File: src/rtl/ahb_pkg.sv
// Shared AHB-Lite encodings and the command-master FSM state type.
package ahb_pkg;

  typedef enum logic [1:0] {
    HTRANS_IDLE   = 2'b00,
    HTRANS_BUSY   = 2'b01,
    HTRANS_NONSEQ = 2'b10,
    HTRANS_SEQ    = 2'b11
  } htrans_e;

  localparam logic [2:0] HBURST_SINGLE = 3'b000;
  localparam logic [2:0] HBURST_INCR   = 3'b001;

  localparam logic [2:0] HSIZE_BYTE = 3'b000;
  localparam logic [2:0] HSIZE_HALF = 3'b001;
  localparam logic [2:0] HSIZE_WORD = 3'b010;

  localparam logic [3:0] HPROT_DEFAULT = 4'b0011;

  typedef enum logic [1:0] {
    ST_IDLE = 2'b00,
    ST_ADDR = 2'b01,
    ST_LAST = 2'b10,
    ST_ERR  = 2'b11
  } state_e;

endpackage

File: src/rtl/ahb_addr_gen.sv
// Beat counter and address incrementer; the address wraps modulo 2^AWIDTH.
module ahb_addr_gen #(
  parameter int unsigned AWIDTH = 10,
  parameter int unsigned LENW   = 4
) (
  input  logic              clk_i,
  input  logic              rst_ni,
  input  logic              load_i,
  input  logic [AWIDTH-1:0] addr_i,
  input  logic [LENW-1:0]   len_i,
  input  logic [2:0]        size_i,
  input  logic              step_i,
  output logic [AWIDTH-1:0] addr_o,
  output logic              last_o
);

  logic [AWIDTH-1:0] addr_q, addr_d, incr;
  logic [LENW-1:0]   cnt_q, cnt_d;

  always_comb begin
    incr   = AWIDTH'(1) << size_i;
    addr_d = addr_q;
    cnt_d  = cnt_q;
    if (load_i) begin
      addr_d = addr_i;
      cnt_d  = len_i;
    end else if (step_i && (cnt_q != '0)) begin
      addr_d = addr_q + incr;
      cnt_d  = cnt_q - 1'b1;
    end
  end

  always_ff @(posedge clk_i or negedge rst_ni) begin
    if (!rst_ni) begin
      addr_q <= '0;
      cnt_q  <= '0;
    end else begin
      addr_q <= addr_d;
      cnt_q  <= cnt_d;
    end
  end

  assign addr_o = addr_q;
  assign last_o = (cnt_q == '0);

endmodule

File: src/rtl/ahb_cmd_master.sv
// Command-driven AHB-Lite master: one SINGLE/INCR command at a time with
// pipelined address/data phases, streamed write/read data and per-command status.
module ahb_cmd_master
  import ahb_pkg::*;
#(
  parameter int unsigned AWIDTH = 10,
  parameter int unsigned LENW   = 4
) (
  input  logic              HCLK,
  input  logic              HRESETN,
  input  logic              CMD_VALID,
  output logic              CMD_READY,
  input  logic              CMD_WRITE,
  input  logic [AWIDTH-1:0] CMD_ADDR,
  input  logic [2:0]        CMD_SIZE,
  input  logic [LENW-1:0]   CMD_LEN,
  input  logic [31:0]       WR_DATA,
  input  logic              WR_VALID,
  output logic              WR_READY,
  output logic [31:0]       RD_DATA,
  output logic              RD_VALID,
  output logic              RSP_DONE,
  output logic              RSP_ERR,
  output logic              HSEL,
  output logic [AWIDTH-1:0] HADDR,
  output logic              HWRITE,
  output logic [1:0]        HTRANS,
  output logic [2:0]        HSIZE,
  output logic [2:0]        HBURST,
  output logic              HMASTLOCK,
  output logic [3:0]        HPROT,
  output logic [31:0]       HWDATA,
  input  logic [31:0]       HRDATA,
  input  logic              HREADY,
  input  logic              HRESP
);

  state_e      state_q, state_d;
  logic        write_q, write_d;
  logic [2:0]  size_q, size_d;
  logic        burst_q, burst_d;
  logic        first_q, first_d;
  logic        held_q, held_d;
  logic        dphase_q, dphase_d;
  logic [31:0] wbuf_q, wbuf_d;
  logic [31:0] hwdata_q, hwdata_d;
  logic [31:0] rd_data_q, rd_data_d;
  logic        rd_valid_q, rd_valid_d;
  logic        rsp_done_q, rsp_done_d;
  logic        rsp_err_q, rsp_err_d;

  htrans_e           htrans;
  logic              err1, beat_rdy, addr_acc, wr_pop;
  logic              ag_load, ag_step, ag_last;
  logic [AWIDTH-1:0] ag_addr;

  ahb_addr_gen #(
    .AWIDTH(AWIDTH),
    .LENW  (LENW)
  ) u_addr_gen (
    .clk_i (HCLK),
    .rst_ni(HRESETN),
    .load_i(ag_load),
    .addr_i(CMD_ADDR),
    .len_i (CMD_LEN),
    .size_i(size_q),
    .step_i(ag_step),
    .addr_o(ag_addr),
    .last_o(ag_last)
  );

  // First ERROR cycle cancels the pending address phase combinationally.
  assign err1     = dphase_q && HRESP && !HREADY;
  // A held (waited) address phase already owns its popped write beat.
  assign beat_rdy = held_q || !write_q || WR_VALID;

  always_comb begin
    htrans = HTRANS_IDLE;
    if ((state_q == ST_ADDR) && !err1) begin
      if (beat_rdy)      htrans = first_q ? HTRANS_NONSEQ : HTRANS_SEQ;
      else if (!first_q) htrans = HTRANS_BUSY;
    end
  end

  assign addr_acc = ((htrans == HTRANS_NONSEQ) || (htrans == HTRANS_SEQ)) && HREADY;
  assign wr_pop   = (state_q == ST_ADDR) && write_q && !held_q && WR_VALID && !err1;

  always_comb begin
    state_d    = state_q;
    write_d    = write_q;
    size_d     = size_q;
    burst_d    = burst_q;
    first_d    = first_q;
    wbuf_d     = wbuf_q;
    hwdata_d   = hwdata_q;
    rd_data_d  = rd_data_q;
    rd_valid_d = 1'b0;
    rsp_done_d = 1'b0;
    rsp_err_d  = 1'b0;
    ag_load    = 1'b0;
    ag_step    = 1'b0;
    held_d     = ((htrans == HTRANS_NONSEQ) || (htrans == HTRANS_SEQ)) && !HREADY;
    dphase_d   = HREADY ? addr_acc : dphase_q;

    if (wr_pop) wbuf_d = WR_DATA;
    if (addr_acc && write_q) hwdata_d = held_q ? wbuf_q : WR_DATA;
    if (dphase_q && HREADY && !HRESP && !write_q) begin
      rd_valid_d = 1'b1;
      rd_data_d  = HRDATA;
    end

    case (state_q)
      ST_IDLE: begin
        if (CMD_VALID) begin
          write_d = CMD_WRITE;
          size_d  = CMD_SIZE;
          burst_d = (CMD_LEN != '0);
          first_d = 1'b1;
          ag_load = 1'b1;
          state_d = ST_ADDR;
        end
      end
      ST_ADDR: begin
        if (err1) begin
          state_d = ST_ERR;
        end else if (addr_acc) begin
          first_d = 1'b0;
          if (ag_last) state_d = ST_LAST;
          else         ag_step = 1'b1;
        end
      end
      ST_LAST: begin
        if (err1) begin
          state_d = ST_ERR;
        end else if (HREADY) begin
          state_d    = ST_IDLE;
          rsp_done_d = 1'b1;
          rsp_err_d  = HRESP;
        end
      end
      ST_ERR: begin
        if (HREADY) begin
          state_d    = ST_IDLE;
          rsp_done_d = 1'b1;
          rsp_err_d  = 1'b1;
        end
      end
      default: state_d = ST_IDLE;
    endcase
  end

  always_ff @(posedge HCLK or negedge HRESETN) begin
    if (!HRESETN) begin
      state_q    <= ST_IDLE;
      write_q    <= 1'b0;
      size_q     <= '0;
      burst_q    <= 1'b0;
      first_q    <= 1'b0;
      held_q     <= 1'b0;
      dphase_q   <= 1'b0;
      wbuf_q     <= '0;
      hwdata_q   <= '0;
      rd_data_q  <= '0;
      rd_valid_q <= 1'b0;
      rsp_done_q <= 1'b0;
      rsp_err_q  <= 1'b0;
    end else begin
      state_q    <= state_d;
      write_q    <= write_d;
      size_q     <= size_d;
      burst_q    <= burst_d;
      first_q    <= first_d;
      held_q     <= held_d;
      dphase_q   <= dphase_d;
      wbuf_q     <= wbuf_d;
      hwdata_q   <= hwdata_d;
      rd_data_q  <= rd_data_d;
      rd_valid_q <= rd_valid_d;
      rsp_done_q <= rsp_done_d;
      rsp_err_q  <= rsp_err_d;
    end
  end

  assign CMD_READY = (state_q == ST_IDLE);
  assign WR_READY  = wr_pop;
  assign RD_DATA   = rd_data_q;
  assign RD_VALID  = rd_valid_q;
  assign RSP_DONE  = rsp_done_q;
  assign RSP_ERR   = rsp_err_q;
  assign HTRANS    = htrans;
  assign HSEL      = (htrans != HTRANS_IDLE) || dphase_q;
  assign HADDR     = ag_addr;
  assign HWRITE    = write_q;
  assign HSIZE     = size_q;
  assign HBURST    = burst_q ? HBURST_INCR : HBURST_SINGLE;
  assign HMASTLOCK = 1'b0;
  assign HPROT     = HPROT_DEFAULT;
  assign HWDATA    = hwdata_q;

endmodule

File: config.mk
export PLATFORM = sky130hd
export DESIGN_NAME = ahb_cmd_master
export DESIGN_NICKNAME = d
export VERILOG_FILES = /design/src/rtl/ahb_pkg.sv /design/src/rtl/ahb_addr_gen.sv /design/src/rtl/ahb_cmd_master.sv
export SDC_FILE = /design/constraint.sdc
export NUM_CORES = 1
export LEC_CHECK = 0
export CAP_MARGIN = 20
export CORE_ASPECT_RATIO = 1.25
export CORE_UTILIZATION = 50
export DETAILED_ROUTE_END_ITERATION = 16
export HOLD_SLACK_MARGIN = 0.05
export PLACE_DENSITY_LB_ADDON = 0.12
export RECOVER_POWER = 25
export SETUP_SLACK_MARGIN = 0.02
export SYNTH_ARGS = -nofsm -noshare
export SYNTH_HDL_FRONTEND = slang
export SYNTH_SLANG_ARGS = --single-unit
File: constraint.sdc
create_clock -name HCLK -period 7 [get_ports HCLK]
set_input_delay 0.7 -clock HCLK [delete_from_list [all_inputs] [get_ports HCLK]]
set_output_delay 0.7 -clock HCLK [all_outputs]
set_load 0.02 [all_outputs]
### Word-level counts from Yosys, hierarchy flattened

Cells that the tools add are included.

* add/subtract/negate cells: 2
* eq/ne operators: 10
* shift-type cells: 1
* multiplexer cells: 34
* reduce and logical (&&, ||, !) cells: 33

Operator list (count)
* $mux 32: 1
* $mux 10: 2
* $mux 1: 17
* $mux 2: 8
* $logic_and 1x1->1: 14
* $add 10x10->10: 1
* $shl 1x3->10 const A: 1
* $eq 2x2->1 const B: 4
* $mux 4: 2
* $pmux 2 s4: 1
* $reduce_bool 4->1: 2
* $ne 2x2->1 const B: 3
* $ne 3x3->1 const B: 2
* $pmux 1 s2: 3
* $reduce_bool 2->1: 3
* $logic_not 1->1: 5
* $logic_not 4->1: 1
* $logic_or 1x1->1: 4
* $reduce_and 4->1: 1
* $sub 4x1->4 const B: 1
* $reduce_and 3->1: 1
* $eq 2x1->1 const B: 1
* $logic_not 2->1: 1
* $reduce_and 2->1: 1

* flip-flop bits (word level): 123
* input bits: 88
* output and inout bits: 94
* logic and storage cells: 95

### Longest topological paths before layout

Gate-level depths: netlist of run 1.

* depth in word-level cells: 14
* mapped depth: 10
* gate-level depth less buffers: 9

### Cells and area by module

Synthesis of run 1 repeated with hierarchy kept, for this count alone.

* cells, all modules: 430
* area total of the unflattened synthesis: 5914.4 um^2

By module, submodules not included
* ahb_cmd_master: instances 1, cells an instance 302, area each 4782.1 um^2, sequential area each 2727.6 um^2
* ahb_addr_gen: instances 1, cells an instance 128, area each 1132.3 um^2, sequential area each 350.3 um^2

### Worst setup path before layout of run 1

No wires, ideal clock.

* kind: input -> output
* start: in HREADY
* end: out HSEL
* data arrival time: 1.859 ns
* required time: 6.300 ns
* setup slack: 4.441 ns
* stages: 5
* path buffers: 1
* cells stage by stage: buf_2 -> nor3b_1 -> nand2b_2 -> nor2_1 -> or3_1

* word-level cells in the longest chain between the ends: 7

RTL lines
* start: declaration: line ahb_cmd_master.sv:34 `input logic HREADY,`
* $logic_not 1->1: line ahb_cmd_master.sv:73 `assign err1 = dphase_q && HRESP && !HREADY;`
* $logic_and 1x1->1: line ahb_cmd_master.sv:73
* $logic_not 1->1: line ahb_cmd_master.sv:79 `if ((state_q == ST_ADDR) && !err1) begin`
* $logic_and 1x1->1: line ahb_cmd_master.sv:79
* $mux 2: line ahb_cmd_master.sv:79
* named net HTRANS[0]: line ahb_cmd_master.sv:27 `output logic [1:0] HTRANS,`
* $reduce_bool 2->1: line ahb_cmd_master.sv:191 `assign HSEL = (htrans != HTRANS_IDLE) || dphase_q;`
* $logic_or 1x1->1: line ahb_cmd_master.sv:191
* end: declaration: line ahb_cmd_master.sv:24 `output logic HSEL,`

The timed path passes the listed nets, and every way through them passes these cells.

==> results.py, run 1 <==
metrics = {
    "finish": {
        "post-route-util_pct": 73.68,
        "fin_nets": 737,
        "final_common_cell": "clkdlybuf4s50_1",
        "fillCellCount": 768,
        "n_antenna_cell": 0,
        "final_cell_mix": "clkdlybuf4s50_1, dfrtp_1, nand2_1, mux2_2, o21ai_0",
        "area_growth_pct": 41.55,
        "drive_gt1_share_pct": 16.26,
    },
    "clock_network": {
        "clock-sinks": 123,
        "cts_tree": "done",
        "postCtsHoldBufs": 0,
        "clockBufferDepth": 2,
        "cts_root_buf": "clkbuf_16",
        "clk_pin_slew_ns": 0.05,
        "clkLatencyLatePin_ns": 0.40,
        "post_cts_buffers": 0,
        "cts_resized": 0,
        "cts_made_buffers": 17,
        "htreeDepth": 4,
    },
    "timing": {
        "fin_crit_ns": 4.082,
        "finalSetupViolations": 0,
        "finalCritPeriodShare_pct": 58.32,
        "setup_slack_ns": 2.918,
        "slew_violations": 162,
        "finalHoldViolations": 0,
        "fmax_mhz": 245.0,
        "slew_headroom_pct": -87.37,
        "worst_pin_slew_ns": 2.810,
        "skew_ns": 0.005527,
        "setup_tns_ns": 0,
        "grt_setup_unrepaired": "false",
    },
    "die": {
        "rows": 42,
        "die-area_sq_um": 11590,
        "fp.dieW_um": 96.49,
        "start_util_pct": 52.05,
        "coreArea_sq_um": 10720,
        "die_h_um": 120.1,
        "boundaryPins": 182,
    },
    "placement": {
        "pre_cts_slack_ns": 3.410,
        "io_buffers": 174,
        "dp_hpwl_um": 8806,
        "gp_congestion": 0.8708,
    },
    "global_routing": {
        "grt_pass1_vias": 4302,
        "grt-ovfl-total": 0,
        "antenna_found_initial": 0,
        "grt_pass1_wl_um": 20560,
        "grt_max_degree": 73,
        "grt_util_all_layers_pct": 23.42,
    },
    "critical_path": {
        "crit_arrival_ns": 4.26,
        "crit_buf_inv": 2,
        "crit_path_max_incr_delay_ns": 1.95,
        "crit_chain": "clkbuf_1 -> clkbuf_2",
        "worstSetupStartpointType": "primary input",
        "slowest_stage": "clkbuf_1",
        "path_class": "primary input to asynchronous set/reset pin",
        "worstPathMaxFanout": 72,
        "cp_top_family": "buffers and inverters",
        "crit_required_ns": 7.18,
        "critPathCaptureType": "asynchronous set/reset pin",
    },
    "logic_synthesis": {
        "ys_seq_area_share_pct": 55.16,
        "netlist-cell-type-count": 52,
        "ys_ff_latch": 123,
        "syn_area_per_cell_sq_um": 11.87,
        "synth-edff-count": 0,
        "synthFlopType": "dfrtp_1",
        "yosysTopAreaCell": "dfrtp_1",
        "synth_area_leaders": "dfrtp_1, mux2_2, mux2i_1",
        "async_flop_share_pct": 100.0,
        "syn_area_sq_um": 5580,
        "yosys.area.top_type_share_pct": 55.16,
        "netlist_instances": 470,
        "ys_warn_count": 0,
    },
    "routing": {
        "firstDrtPassIters": 4,
        "avgViaCountPerCell": 5.311,
        "drt-initial-drc-count": 164,
        "final_antenna_net_count": 0,
        "routed_wirelength_um": 12600,
        "num_vias": 4164,
        "drc_errors": 0,
        "wl_per_cell_um": 16.07,
    },
    "power_and_ir_drop": {
        "power_density_nw_per_um2": 485.0,
        "vdd_drop_max_mv": 0.2420,
        "power.leakage_nw": 3.419,
    },
    "run": {
        "maxCapViolations": 3,
    },
    "hold_path": {
        "min_path_type": "flop to flop",
    },
    "outcome": {
        "outcome": "finished, violations left",
        "violations": "capacitance limit, slew limit",
    },
}
-- synth_stat cells, types with 2 or more instances --
master    instances
xnor2_1           4
mux2i_1          36
nand2_1          65
and2_1            2
conb_1            2
mux2_2           64
clkbuf_2          2
nor3b_1           6
a22oi_1           2
a31oi_1           2
nand4_1           2
o21ai_1           4
o21ai_0          39
nand3b_1          2
nand2_2           3
nor3_1            3
a21oi_1          17
inv_1             6
clkbuf_1          8
dfrtp_1         123
xor2_1            2
ha_1              9
a21o_1            4
nor2_1           13
buf_2             5
o21bai_1          2
buf_4            12
and3b_1           2
and3_1            2
buf_6             5
-- where the power goes --
| part | leakage, nW | internal, mW | switching [mW] |
|---|---|---|---|
| Combinational | 1.65 | 0.869 | 0.813 |
| Clock | 0.273 | 0.519 | 0.319 |
| Sequential | 1.50 | 1.06 | 0.254 |
-- sequential cells by signal (all words and copies together) (netlist names), 2 cells and up --
register           count
state_q                2
RD_DATA               32
u_addr_gen.cnt_q       4
HSIZE                  3
HWDATA                32
wbuf_q                32
u_addr_gen.addr_o     10
-- layer usage --
metal / vias up / GRT usage [%] / share of wire, %
met5: - / 0 / 0
met4: 0 / 8.456 / 2.2
met3: 25 / 6.084 / 5.6
met2: 123 / 40.23 / 53
met1: 2047 / 27.75 / 39
li1: 1969 / - / -
-- cell families (layout without fill, tap and decap cells) --
family	count (synthesis)	count (layout)	synth area share (%)
fa+ha+maj	10	10	2.377
other cells	2	7	0.1346
simple gates	113	113	9.955
flops	123	123	55.16
buf+inv	38	215	4.193
xor+xnor	6	6	0.9417
mux	100	100	19.37
compound gates	78	78	7.870
-- stage by stage --
| stage | area [sq um] | hold slack [ns] | total power [mW] | std cells |
|---|---|---|---|---|
| floorplan | 5599 | 0.4044 | 2.299 | 475 |
| global placement | 7330 | 0.4610 | 2.940 | 752 |
| detailed placement | 7330 | 0.4692 | 3.005 | 752 |
| CTS | 7911 | 0.3469 | 3.865 | 784 |
| global route | 7899 | 0.5020 | 4.073 | 784 |
| finish | 7899 | 0.4747 | 3.831 | 784 |
-- cell type report --
type	instances	area (sq um)	area share, %
clock inverter	12	115.1	1.457
sequential	123	3078	38.97
tap	132	165.2	2.091
timing repair buffer	177	1755	22.22
clock buffer	20	466.7	5.908
inverter	6	22.52	0.2851
multi-input combinational	314	2296	29.07
-- worst paths after layout --
path                                         from                endpoint  slack (ns)  cells after the start
setup / recovery                          HRESETN      RD_VALID$_DFF_PN0_        2.92                      2
hold / removal             HWDATA[18]$_DFFE_PN0P_  HWDATA[18]$_DFFE_PN0P_        0.47                      2
setup reg to reg                 held_q$_DFF_PN0_   HWDATA[7]$_DFFE_PN0P_        3.80                      5
hold reg to reg            HWDATA[18]$_DFFE_PN0P_  HWDATA[18]$_DFFE_PN0P_        0.47                      2
max in group HCLK                held_q$_DFF_PN0_                WR_READY        3.16                      4
min in group asynchronous                 HRESETN   HWDATA[8]$_DFFE_PN0P_        1.19                      1
Note: power is estimated with default switching activity, not from simulation.
==> run 2, diff against run 1 <==
- CORE_UTILIZATION: 50 -> 42
- clock period: 7 -> 3.4 ns (I/O delays scaled with it)
==> run 2 against run 1 <==
  * Largest cell class unchanged
  * Final cell count up 5.0%
  * The run still ends with capacitance limit, slew limit left
  * Global-route usage down 4.1 points
  * Wire length up 2.9%
==> results.py, run 2 (synthesized netlist as in run 1, its figures left out) <==
metrics = {
    "outcome": {
        "outcome": "finished, violations left",
        "violations": "capacitance limit, slew limit",
    },
    "routing": {
        "drt-initial-drc-count": 106,
        "avgViaCountPerCell": 5.026,
        "wl_per_cell_um": 15.74,
        "drc_errors": 0,
        "num_vias": 4136,
        "firstDrtPassIters": 4,
        "routed_wirelength_um": 12960,
        "final_antenna_net_count": 0,
    },
    "finish": {
        "n_antenna_cell": 0,
        "final_cell_mix": "clkdlybuf4s50_1, dfrtp_1, nand2_1, mux2_2, o21ai_0",
        "fin_nets": 740,
        "final_common_cell": "clkdlybuf4s50_1",
        "area_growth_pct": 44.33,
        "fin_area_sq_um": 8054,
        "drive_gt1_share_pct": 17.10,
    },
    "critical_path": {
        "crit_chain": "clkdlybuf4s50_1 -> clkbuf_1 -> nor3b_1 -> nand2b_2 -> nor2_1 -> or3_1 -> clkdlybuf4s50_1",
        "startpoint": "HREADY",
        "worstSetupStartpointType": "primary input",
        "critPathCaptureType": "output pin",
        "slowest_stage": "clkdlybuf4s50_1",
        "ff2ff_path_depth": 9,
        "crit_required_ns": 3.06,
        "crit_arrival_ns": 2.52,
        "crit_path_max_incr_delay_ns": 0.57,
        "r2r-end": "u_addr_gen.addr_o[6]$_DFFE_PN0P_",
        "cpMostUsedCell": "clkdlybuf4s50_1",
        "ff2ff_setup_slack_ns": 1.03,
        "endpoint": "HSEL",
        "r2r-start": "HSIZE[1]$_DFFE_PN0P_",
        "worstPathMaxFanout": 10,
        "path_class": "primary input to output pin",
    },
    "timing": {
        "finalCritPeriodShare_pct": 84.11,
        "fin_crit_ns": 2.860,
        "grt_setup_unrepaired": "false",
        "finalHoldViolations": 0,
        "slew_violations": 68,
        "whs_ns": 0.3529,
        "skew_ns": 0.01054,
        "finalSetupViolations": 0,
        "worst_pin_slew_ns": 1.695,
        "setup_tns_ns": 0,
        "fmax_mhz": 349.7,
        "slew_headroom_pct": -13.02,
        "setup_slack_ns": 0.5404,
    },
    "die": {
        "rows": 46,
        "boundaryPins": 182,
        "start_util_pct": 43.48,
        "coreArea_sq_um": 12830,
        "die_h_um": 130.9,
        "die-area_sq_um": 13760,
        "fp.dieW_um": 105.1,
    },
    "clock_network": {
        "clkLatencyLatePin_ns": 0.41,
        "cts_tree": "done",
        "post_cts_buffers": 0,
        "clock-sinks": 123,
        "cts_root_buf": "clkbuf_16",
        "clk_pin_slew_ns": 0.06,
        "cts_resized": 0,
        "clockBufferDepth": 2,
        "cts_made_buffers": 17,
        "htreeDepth": 4,
        "postCtsHoldBufs": 0,
    },
    "power_and_ir_drop": {
        "power_frac_seq_pct": 32.2,
        "internal_power_mw": 5.307,
        "switching_share_pct": 34.93,
        "p_sw_mw": 2.849,
        "clockPowerShare_pct": 24.7,
        "power_density_nw_per_um2": 1013,
        "comb_power_share_pct": 43.2,
        "vdd_drop_max_mv": 0.5366,
        "power.leakage_nw": 3.487,
    },
    "global_routing": {
        "antenna_found_initial": 0,
        "grt_pass1_vias": 4110,
        "grt-ovfl-total": 0,
        "grt_pass1_wl_um": 20660,
        "grt_util_all_layers_pct": 19.36,
        "grt_max_degree": 68,
    },
    "hold_path": {
        "min_path_type": "primary input to asynchronous set/reset pin",
    },
    "placement": {
        "dp_hpwl_um": 8992,
        "dpl-instance-area_sq_um": 7410,
        "pre_cts_slack_ns": 0.6043,
        "io_buffers": 174,
        "gp_congestion": 0.8705,
    },
    "run": {
        "maxCapViolations": 1,
    },
}
## run 2: power groups by stage
stage	Sequential [mW]	Combinational (mW)	Clock, mW
global route	2.73	3.81	2.12
CTS	2.63	3.57	2.06
global placement	2.60	3.49	0
floorplan	3.10	1.63	0
finish	2.62	3.52	2.01
detailed placement	2.64	3.56	0
## run 2: cell type report
class                   count  area [sq um]
fillers                  1066          4781
multi-input cells         314          2301
repair buffers            180          1775
well taps                 168         210.2
flip-flops and latches    123          3079
clock inverters            13         212.7
inverters                   6         22.52
clock buffers              19         452.9
## run 2: metrics by stage
step	utilization, %	instances	total power, mW
final	62.75	823	8.155
after global routing	62.75	823	8.668
after CTS	62.92	823	8.259
after detailed placement	57.73	791	6.203
after global placement	57.73	791	6.093
after floorplan	-	475	4.733
## run 2: per-layer routing
layer | vias up | share of wire (%) | GRT usage [%]
li1 | 1976 | - | -
met1 | 2025 | 42 | 23.11
met2 | 114 | 51 | 32.92
met3 | 21 | 4.5 | 5.308
met4 | 0 | 2.4 | 8.782
met5 | - | 0 | 0
## run 2: critical path: cells and delay by family
family / cells / cell delay, ns
simple gates: 4 / 1.00
buf+inv: 3 / 1.18
## run 2: how the worst min path moves through the flow
stage | depth (start not counted) | slack [ns] | to | startpoint
3_3_place_gp | 2 | 0.46 | HWDATA[3]$_DFFE_PN0P_ | HWDATA[3]$_DFFE_PN0P_
4_1_cts | 1 | 0.07 | HWDATA[10]$_DFFE_PN0P_ | HRESETN
2_1_floorplan | 0 | 0.04 | HSIZE[0]$_DFFE_PN0P_ | HRESETN
5_1_grt | 3 | 0.47 | HWRITE$_DFFE_PN0P_ | CMD_WRITE
3_5_place_dp | 2 | 0.47 | HWDATA[2]$_DFFE_PN0P_ | HWDATA[2]$_DFFE_PN0P_
6_report | 1 | 0.35 | wbuf_q[10]$_DFFE_PN0P_ | HRESETN
==> run 3, diff against run 2 <==
- CORE_UTILIZATION: 42 -> 46
- clock period: 3.4 -> 2.84 ns (I/O delays scaled with it)
==> run 3 against run 2 <==
  * The run still ends with capacitance limit, slew limit left
  * Setup slack lost 0.36 ns
  * Sequential share of layout area is 0.23 points higher
  * Sequential power increased by 19%
  * Utilization up 5.5 points
  * Largest cell class unchanged
  * Register-to-register slack got worse by 0.65 ns
  * Critical endpoint unchanged
  * Clock power grew 5%
==> results.py, run 3 (synthesized netlist as in run 1, its figures left out) <==
metrics = {
    "timing": {
        "finalSetupViolations": 0,
        "skew_ns": 0.007978,
        "finalHoldViolations": 0,
        "slew_headroom_pct": -22.05,
        "fin_crit_ns": 2.658,
        "whs_ns": 0.4244,
        "finalCritPeriodShare_pct": 93.59,
        "slew_violations": 33,
        "fmax_mhz": 376.2,
        "worst_pin_slew_ns": 1.831,
        "grt_setup_unrepaired": "false",
        "setup_tns_ns": 0,
    },
    "die": {
        "die_h_um": 125.1,
        "boundaryPins": 182,
        "coreArea_sq_um": 11730,
        "rows": 44,
        "die-area_sq_um": 12580,
        "start_util_pct": 47.59,
        "fp.dieW_um": 100.5,
    },
    "clock_network": {
        "clk_pin_slew_ns": 0.05,
        "clockBufferDepth": 2,
        "cts_tree": "done",
        "clkLatencyLatePin_ns": 0.40,
        "cts_root_buf": "clkbuf_16",
        "htreeDepth": 4,
        "clock-sinks": 123,
        "post_cts_buffers": 0,
        "cts_made_buffers": 17,
        "cts_resized": 0,
    },
    "global_routing": {
        "grt-ovfl-total": 0,
        "grt_pass1_wl_um": 20860,
        "grt_max_degree": 65,
        "antenna_found_initial": 0,
        "grt_util_all_layers_pct": 21.36,
        "grt_pass1_vias": 4269,
    },
    "routing": {
        "wl_per_cell_um": 15.40,
        "drt-initial-drc-count": 139,
        "firstDrtPassIters": 5,
        "final_antenna_net_count": 0,
        "num_vias": 4099,
        "routed_wirelength_um": 12560,
        "drc_errors": 0,
        "avgViaCountPerCell": 5.023,
    },
    "power_and_ir_drop": {
        "total_power_mw": 9.492,
        "power_density_nw_per_um2": 1186,
        "power.leakage_nw": 3.466,
        "vdd_drop_max_mv": 0.6185,
    },
    "critical_path": {
        "slowest_stage": "clkdlybuf4s50_1",
        "crit_chain": "clkdlybuf4s50_1 -> nor3b_1 -> nand2b_2 -> nor2_1 -> or3_1 -> clkdlybuf4s50_1",
        "cpMostUsedCell": "clkdlybuf4s50_1",
        "crit_arrival_ns": 2.37,
        "critPathCaptureType": "output pin",
        "path_class": "primary input to output pin",
        "worstPathMaxFanout": 4,
        "worstSetupStartpointType": "primary input",
        "crit_path_max_incr_delay_ns": 0.56,
        "crit_required_ns": 2.56,
        "cp_top_family": "buffers and inverters",
        "crit_buf_inv": 2,
    },
    "placement": {
        "placed_cells": 785,
        "io_buffers": 174,
        "gp_congestion": 0.8590,
        "dpl-instance-area_sq_um": 7421,
        "dp_hpwl_um": 8857,
    },
    "finish": {
        "fin_nets": 742,
        "regArea_sq_um": 3079,
        "final_cell_mix": "clkdlybuf4s50_1, dfrtp_1, nand2_1, mux2_2, o21ai_0",
        "n_antenna_cell": 0,
        "fin_area_sq_um": 8006,
        "drive_gt1_share_pct": 16.34,
        "area_growth_pct": 43.48,
        "multi_input_area_sq_um": 2301,
        "instances_no_fill": 816,
        "final_common_cell": "clkdlybuf4s50_1",
        "fillCellCount": 932,
    },
    "hold_path": {
        "min_path_type": "primary input to flop",
    },
    "run": {
        "maxCapViolations": 1,
    },
    "outcome": {
        "outcome": "finished, violations left",
        "violations": "capacitance limit, slew limit",
    },
}
==> run 3: timing repair <==
item,CTS,global route
hold buffers,1,0
setup endpoints to repair,0,0
hold endpoints to repair,31,0
==> run 3: worst paths after layout <==
path	slack [ns]	cells past startpoint	start	to
setup / recovery	0.18	6	HRESP	HSEL
max in group asynchronous	0.61	3	HRESETN	wbuf_q[15]$_DFFE_PN0P_
hold / removal	0.42	3	CMD_WRITE	HWRITE$_DFFE_PN0P_
min in group asynchronous	0.92	2	HRESETN	wbuf_q[26]$_DFFE_PN0P_
setup reg to reg	0.38	9	HSIZE[1]$_DFFE_PN0P_	u_addr_gen.addr_o[6]$_DFFE_PN0P_
hold reg to reg	0.48	2	HWDATA[29]$_DFFE_PN0P_	HWDATA[29]$_DFFE_PN0P_
==> run 3: area by class of cell <==
class	count	share of cell area [%]
tap	161	2.516
sequential	123	38.46
timing repair buffer	182	22.72
clock buffer	22	5.798
clock inverter	8	1.485
multi-input combinational	314	28.74
inverter	6	0.2813
==> run 3: metal layers <==
metal / global-route usage (%) / wire [um] / vias to the layer above / share of wire (%)
met2: 37.39 / 6772 / 114 / 54
met4: 6.564 / 167 / 0 / 1.3
met5: 0 / 0 / - / 0
met3: 6.708 / 694 / 14 / 5.5
met1: 24.70 / 4929 / 1998 / 39
li1: - / - / 1973 / -
==> run 3: report_power, final <==
group | switching, mW | leakage [nW] | internal [mW]
Clock | 0.706 | 0.290 | 1.41
Sequential | 0.526 | 1.49 | 2.61
Combinational | 2.09 | 1.68 | 2.15
==> run 3: tightest hold or removal path: stages <==
cell and delay, ns:
clkdlybuf4s50_1 0.40, nand2_1 0.06, nand2_1 0.04
==> run 3: stage by stage <==
stage          setup slack (ns)  utilization (%)
6_report                 0.1820            68.28
5_1_grt                 0.09107            68.28
4_1_cts                  0.1678            68.34
3_5_place_dp             0.2088            63.28
3_3_place_gp             0.2262            63.28
2_1_floorplan            0.4574                -
